`config.mk`:
```
export PLATFORM = sky130hd
export DESIGN_NAME = uart_arq_link
export DESIGN_NICKNAME = d
export VERILOG_FILES = /design/src/rtl/uart_arq_link.sv
export SDC_FILE = /design/constraint.sdc
export NUM_CORES = 1
export LEC_CHECK = 0
export CAP_MARGIN = 40
export CORE_MARGIN = 1.5
export CORE_UTILIZATION = 30
export DETAILED_ROUTE_END_ITERATION = 10
export PLACE_DENSITY = 0.53
export SYNTH_ARGS = -nofsm -noshare
export SYNTH_HDL_FRONTEND = slang
export SYNTH_SLANG_ARGS = --single-unit
```
`constraint.sdc`:
```
create_clock -name CLK_Baudin -period 3.1 [get_ports CLK_Baudin]
set_clock_uncertainty 0.1 [all_clocks]
set_input_delay 0.465 -clock CLK_Baudin [delete_from_list [all_inputs] [get_ports CLK_Baudin]]
set_output_delay 0.465 -clock CLK_Baudin [all_outputs]
set_load 0.01 [all_outputs]
```
`src/rtl/uart_arq_link.sv`:
```
// Serial link with a 32-bit framed transmitter and receiver (start, data LSB first, even parity,
// stop). A receive parity error raises a one-cycle retransmit request for the far-end transmitter.
module uart_arq_link #(
  parameter int unsigned size      = 32,
  parameter int unsigned MAX_RETRY = 3
) (
  input  logic            CLK_Baudin,
  input  logic            Rst,
  input  logic [size-1:0] DataIn,
  input  logic            NewData,
  input  logic            Flag_in,
  output logic            TransmittedSerialData,
  output logic            DoneTx,
  input  logic            SerialInputData,
  output logic [size-1:0] DataOut,
  output logic            DoneRx,
  output logic            Flag_Rx
);

  localparam int unsigned CW = (size > 1) ? $clog2(size) : 1;
  localparam int unsigned RW = (MAX_RETRY > 0) ? $clog2(MAX_RETRY + 1) : 1;

  typedef enum logic [2:0] {TxIdle, TxStart, TxData, TxParity, TxStop} tx_state_e;
  typedef enum logic [1:0] {RxIdle, RxData, RxParity, RxStop} rx_state_e;

  tx_state_e       r_tx_state, w_tx_state;
  logic [size-1:0] r_tx_word, w_tx_word;
  logic [CW-1:0]   r_tx_cnt, w_tx_cnt;
  logic [RW-1:0]   r_retry, w_retry;
  logic            r_flag, w_flag;
  logic            r_line, w_line;
  logic            r_done_tx, w_done_tx;

  rx_state_e       r_rx_state, w_rx_state;
  logic [size-1:0] r_rx_shift, w_rx_shift;
  logic [CW-1:0]   r_rx_cnt, w_rx_cnt;
  logic            r_perr, w_perr;
  logic [size-1:0] r_data_out, w_data_out;
  logic            r_done_rx, w_done_rx;
  logic            r_flag_rx, w_flag_rx;

  // The line register always holds the bit being driven for the state just entered.
  always_comb begin
    w_tx_state = r_tx_state;
    w_tx_word  = r_tx_word;
    w_tx_cnt   = r_tx_cnt;
    w_retry    = r_retry;
    w_flag     = r_flag;
    w_line     = r_line;
    w_done_tx  = 1'b0;
    case (r_tx_state)
      TxIdle: begin
        w_line = 1'b1;
        if (NewData) begin
          w_tx_word  = DataIn;
          w_line     = 1'b0;
          w_tx_state = TxStart;
        end
      end
      TxStart: begin
        w_line     = r_tx_word[0];
        w_tx_cnt   = '0;
        w_tx_state = TxData;
      end
      TxData: begin
        if (r_tx_cnt == CW'(size - 1)) begin
          w_line     = ^r_tx_word;
          w_tx_state = TxParity;
        end else begin
          w_tx_cnt = r_tx_cnt + CW'(1);
          w_line   = r_tx_word[w_tx_cnt];
        end
      end
      TxParity: begin
        if (Flag_in) w_flag = 1'b1;
        w_line     = 1'b1;
        w_tx_state = TxStop;
      end
      TxStop: begin
        // A request arriving on the final edge still counts, so the latch is bypassed here.
        if ((r_flag || Flag_in) && (r_retry < RW'(MAX_RETRY))) begin
          w_retry    = r_retry + RW'(1);
          w_flag     = 1'b0;
          w_line     = 1'b0;
          w_tx_state = TxStart;
        end else begin
          w_retry    = '0;
          w_flag     = 1'b0;
          w_line     = 1'b1;
          w_done_tx  = 1'b1;
          w_tx_state = TxIdle;
        end
      end
      default: begin
        w_line     = 1'b1;
        w_tx_state = TxIdle;
      end
    endcase
  end

  always_comb begin
    w_rx_state = r_rx_state;
    w_rx_shift = r_rx_shift;
    w_rx_cnt   = r_rx_cnt;
    w_perr     = r_perr;
    w_data_out = r_data_out;
    w_done_rx  = 1'b0;
    w_flag_rx  = 1'b0;
    case (r_rx_state)
      RxIdle: begin
        if (!SerialInputData) begin
          w_rx_cnt   = '0;
          w_rx_state = RxData;
        end
      end
      RxData: begin
        w_rx_shift = {SerialInputData, r_rx_shift[size-1:1]};
        if (r_rx_cnt == CW'(size - 1)) w_rx_state = RxParity;
        else                           w_rx_cnt   = r_rx_cnt + CW'(1);
      end
      RxParity: begin
        w_perr     = SerialInputData ^ (^r_rx_shift);
        w_flag_rx  = w_perr;
        w_rx_state = RxStop;
      end
      RxStop: begin
        if (SerialInputData && !r_perr) begin
          w_data_out = r_rx_shift;
          w_done_rx  = 1'b1;
        end
        w_rx_state = RxIdle;
      end
      default: w_rx_state = RxIdle;
    endcase
  end

  always_ff @(posedge CLK_Baudin) begin
    if (Rst) begin
      r_tx_state <= TxIdle;
      r_tx_word  <= '0;
      r_tx_cnt   <= '0;
      r_retry    <= '0;
      r_flag     <= 1'b0;
      r_line     <= 1'b1;
      r_done_tx  <= 1'b0;
      r_rx_state <= RxIdle;
      r_rx_shift <= '0;
      r_rx_cnt   <= '0;
      r_perr     <= 1'b0;
      r_data_out <= '0;
      r_done_rx  <= 1'b0;
      r_flag_rx  <= 1'b0;
    end else begin
      r_tx_state <= w_tx_state;
      r_tx_word  <= w_tx_word;
      r_tx_cnt   <= w_tx_cnt;
      r_retry    <= w_retry;
      r_flag     <= w_flag;
      r_line     <= w_line;
      r_done_tx  <= w_done_tx;
      r_rx_state <= w_rx_state;
      r_rx_shift <= w_rx_shift;
      r_rx_cnt   <= w_rx_cnt;
      r_perr     <= w_perr;
      r_data_out <= w_data_out;
      r_done_rx  <= w_done_rx;
      r_flag_rx  <= w_flag_rx;
    end
  end

  assign TransmittedSerialData = r_line;
  assign DoneTx                = r_done_tx;
  assign DataOut               = r_data_out;
  assign DoneRx                = r_done_rx;
  assign Flag_Rx               = r_flag_rx;

endmodule

```
==> impl_metrics.tcl <==
set metrics [dict create \
    crit_type "reg2reg" \
    drtIter0Drc 186 \
    die-area_mm2 0.0184 \
    fmax_ghz 0.387 \
    cap_viol_max_count 0 \
    cp-start-kind "register" \
    endpoint_kind "register" \
    antenna_cells 0 \
    cts_htree_levels 4 \
    place.gp.congestion 0.742 \
    syn_area_per_cell_um2 8.81 \
    fin_nets 712 \
    power_density_mw_per_mm2 630 \
    hold_viol_final 0 \
    antenna_found_initial 0 \
    clock-root-buffer "clkbuf_16" \
    rsz0062_at_grt "no" \
    worstReg2RegEnd "TransmittedSerialData$_SDFF_PP1_" \
    overflow 0 \
    min_period_ns 2.59 \
    ys_seq_area_share_pct 45.0 \
    setup_viol 0 \
    crit_fanout 9 \
    ys_warn_count 0 \
    grt_pass1_wl_mm 19.7 \
    vias_per_cell 4.64 \
    cts.sinks 119 \
    cp_cell_sequence "ha_1 -> mux4_2 -> nor2b_4 -> a2111oi_4 -> a31oi_1 -> a31o_1 -> a211o_1" \
    ff2ff_path_depth 7 \
    leakage_nw 2.38 \
    synth_area_mm2 0.00529 \
    cts-buffers-inserted 17 \
    clock_path_buffers 2 \
    path_buf_inv 0 \
    postCtsSetupRepairBufs 0 \
    rr_startpoint "r_tx_cnt[1]$_SDFFE_PP0P_" \
    max_stage_delay_ns 0.55 \
    endpoint "TransmittedSerialData$_SDFF_PP1_" \
    min-delay-path-class "reg2reg" \
    grt_pass1_vias 4126 \
    hpwl_mm 7.93 \
    tns_ns 0 \
    wl_mm 11.7 \
    status "finished, final reports clean" \
    startpoint "r_tx_cnt[1]$_SDFFE_PP0P_" \
    hold_buffers 0 \
    ant_nets 0 \
    ctsResizeCount 0 \
    path_delay_family "compound AO/OA/AOI/OAI gates" \
    fp.dieW_um 136 \
    clk_pin_slew_ns 0.05 \
    relSlewSlack_pct 56.1 \
    rows 48 \
    reg2reg_slack_ns 0.51 \
    core-area_mm2 0.0173 \
    vias 4169 \
    area_delta_synth_final_pct 27.2 \
    cp.arrival_ns 2.78 \
    avgRoutedWirePerCell_um 13.0 \
    fin_worst_hold_slack_ns 0.351 \
    portBuffers 72 \
    grt_use_total_pct 13.5 \
    grt_max_degree 62 \
    ios 73 \
    syn_nets 648 \
    drive_gt1_share_pct 6.24 \
    cp.required_ns 3.29 \
    fin_crit_sh_pct 83.4 \
    first_pass_iters 5 \
    tightest_slew_ns 0.659 \
    synth_seq_cells 119 \
    yosys.cell_types.count 38 \
    cp.depth 7 \
    tritoncts "built" \
    syn_inst 601 \
    cpMaxStageDelayCell "ha_1" \
    maxSlewViolCount 0 \
    drc_errors 0 \
    worst_skew_pair.late_latency_ns 0.41 \
    die_h_um 136 \
    irDropWorstVdd_uv 379 \
    initial_core_util_pct 30.6 \
]
==> placed cells by master, fill, tap and decap left out, drive strengths merged, types with 2 or more instances in the layout <==
| master | netlist | routed |
|---|---|---|
| nand2 | 142 | 142 |
| nor2b | 2 | 2 |
| nor3 | 7 | 7 |
| xnor2 | 58 | 58 |
| clkinv | 0 | 3 |
| nand3b | 2 | 2 |
| o31a | 2 | 2 |
| o21ai | 6 | 6 |
| dfxtp | 119 | 119 |
| nand4 | 2 | 2 |
| mux4 | 8 | 8 |
| mux2i | 35 | 35 |
| xor2 | 10 | 10 |
| a31oi | 2 | 2 |
| clkdlybuf4s50 | 0 | 71 |
| and3 | 2 | 2 |
| nor3b | 3 | 3 |
| clkbuf | 32 | 22 |
| o21a | 2 | 2 |
| o21bai | 2 | 2 |
| nand2b | 3 | 3 |
| ha | 10 | 10 |
| a211oi | 3 | 3 |
| nor2 | 55 | 55 |
| inv | 5 | 5 |
| a21oi | 74 | 74 |
| buf | 3 | 9 |
| nand3 | 4 | 4 |
| a22oi | 2 | 2 |
==> flip-flops by register name, summed over array words and instances, names as in the netlist <==
name                   flops
r_tx_state                 3
DoneTx                     1
TransmittedSerialData      1
r_rx_cnt                   5
r_tx_cnt                   5
Flag_Rx                    1
r_retry                    2
r_flag                     1
r_rx_state                 2
r_rx_shift                32
r_perr                     1
r_tx_word                 32
DoneRx                     1
DataOut                   32
==> kinds of logic (layout without fill, tap and decap cells) <==
group,count (synthesis),count (layout),synth area share [%]
DFF,119,119,45.0
buffers and inverters,40,112,3.17
AOI/OAI and AO/OA,97,97,10.4
xor gates and xnor gates,68,68,11.4
muxes,43,43,10.4
and+or+nand+nor,224,224,17.2
adders and majority gates,10,10,2.36
==> routing by layer <==
layer  share of wire [%]  GRT usage, %  vias to the layer above
met5                   0             0                        -
met4                 1.1          4.24                        0
met3                 4.3          3.95                       14
met2                  50          23.4                       75
met1                  45          16.1                     1951
li1                    -             -                     2129
==> final cells by class <==
type                       instances  area (um^2)
clock buffer                      22          464
clock inverter                     5         52.6
fill                            1766        10600
inverter                           5         18.8
multi-input combinational        442         2750
sequential                       119         2380
tap                              225          282
timing repair buffer              80          778
==> worst min-delay path by stage <==
| stage | start | end | slack (ns) | cells past startpoint |
|---|---|---|---|---|
| 2_1_floorplan | r_rx_cnt[4]$_SDFFE_PP0P_ | r_rx_cnt[4]$_SDFFE_PP0P_ | 0.34 | 2 |
| 3_3_place_gp | DataOut[18]$_SDFFE_PP0P_ | DataOut[18]$_SDFFE_PP0P_ | 0.35 | 2 |
| 3_5_place_dp | DataOut[18]$_SDFFE_PP0P_ | DataOut[18]$_SDFFE_PP0P_ | 0.35 | 2 |
| 4_1_cts | DataOut[18]$_SDFFE_PP0P_ | DataOut[18]$_SDFFE_PP0P_ | 0.35 | 2 |
| 5_1_grt | DataOut[11]$_SDFFE_PP0P_ | DataOut[11]$_SDFFE_PP0P_ | 0.37 | 2 |
| 6_report | DataOut[18]$_SDFFE_PP0P_ | DataOut[18]$_SDFFE_PP0P_ | 0.35 | 2 |
==> cells in the mapped netlist <==
library cell | instances | area share, %
nand2_1 | 142 | 10
o21bai_1 | 2 | 0.28
or2_2 | 1 | 0.12
o31a_1 | 2 | 0.33
xor2_2 | 1 | 0.31
nand3b_1 | 2 | 0.28
nand4_1 | 2 | 0.24
mux4_1 | 6 | 3.0
nor2_1 | 55 | 3.9
buf_1 | 2 | 0.14
a211o_1 | 1 | 0.17
nand3_1 | 4 | 0.38
nor2b_1 | 1 | 0.12
mux2i_1 | 35 | 6.6
o21a_1 | 2 | 0.28
o211ai_1 | 1 | 0.14
nand2b_1 | 3 | 0.35
nor3b_1 | 3 | 0.43
clkbuf_8 | 1 | 0.26
nor4b_1 | 1 | 0.17
a22oi_1 | 2 | 0.28
xor2_1 | 9 | 1.5
a31oi_1 | 2 | 0.24
buf_6 | 1 | 0.21
inv_1 | 5 | 0.35
mux4_2 | 2 | 0.85
o21ai_0 | 6 | 0.57
nor2b_4 | 1 | 0.26
a21oi_1 | 74 | 7.0
a2111oi_4 | 1 | 0.52
a211oi_1 | 3 | 0.43
nor3_1 | 7 | 0.66
ha_1 | 10 | 2.4
a31o_1 | 1 | 0.17
and3_1 | 2 | 0.24
clkbuf_1 | 31 | 2.2
xnor2_1 | 58 | 9.6
dfxtp_1 | 119 | 45
==> report_power, final <==
group | total (mW) | switching [mW] | internal [mW]
combinational | 0.819 | 0.439 | 0.380
clock | 1.75 | 0.638 | 1.11
sequential | 1.67 | 0.0702 | 1.60
total | 4.24 | 1.15 | 3.09
==> worst reg2reg max path: stages (launching register included) <==
cell and delay (ns):
dfxtp_1 0.32, ha_1 0.55, mux4_2 0.55, nor2b_4 0.14, a2111oi_4 0.30, a31oi_1 0.07
a31o_1 0.18, a211o_1 0.25
==> metrics by stage <==
step	instance area, um^2	utilization, %	power, mW	worst slack (ns)	instances
2_1_floorplan	5290	-	2.34	0.770	601
3_3_place_gp	6210	35.9	2.51	0.579	871
3_5_place_dp	6210	35.9	2.53	0.528	871
4_1_cts	6730	38.9	4.31	0.508	898
5_1_grt	6730	38.9	4.47	0.389	898
6_report	6730	38.9	4.24	0.514	898
No activity file was read; power rests on OpenSTA's default activity.
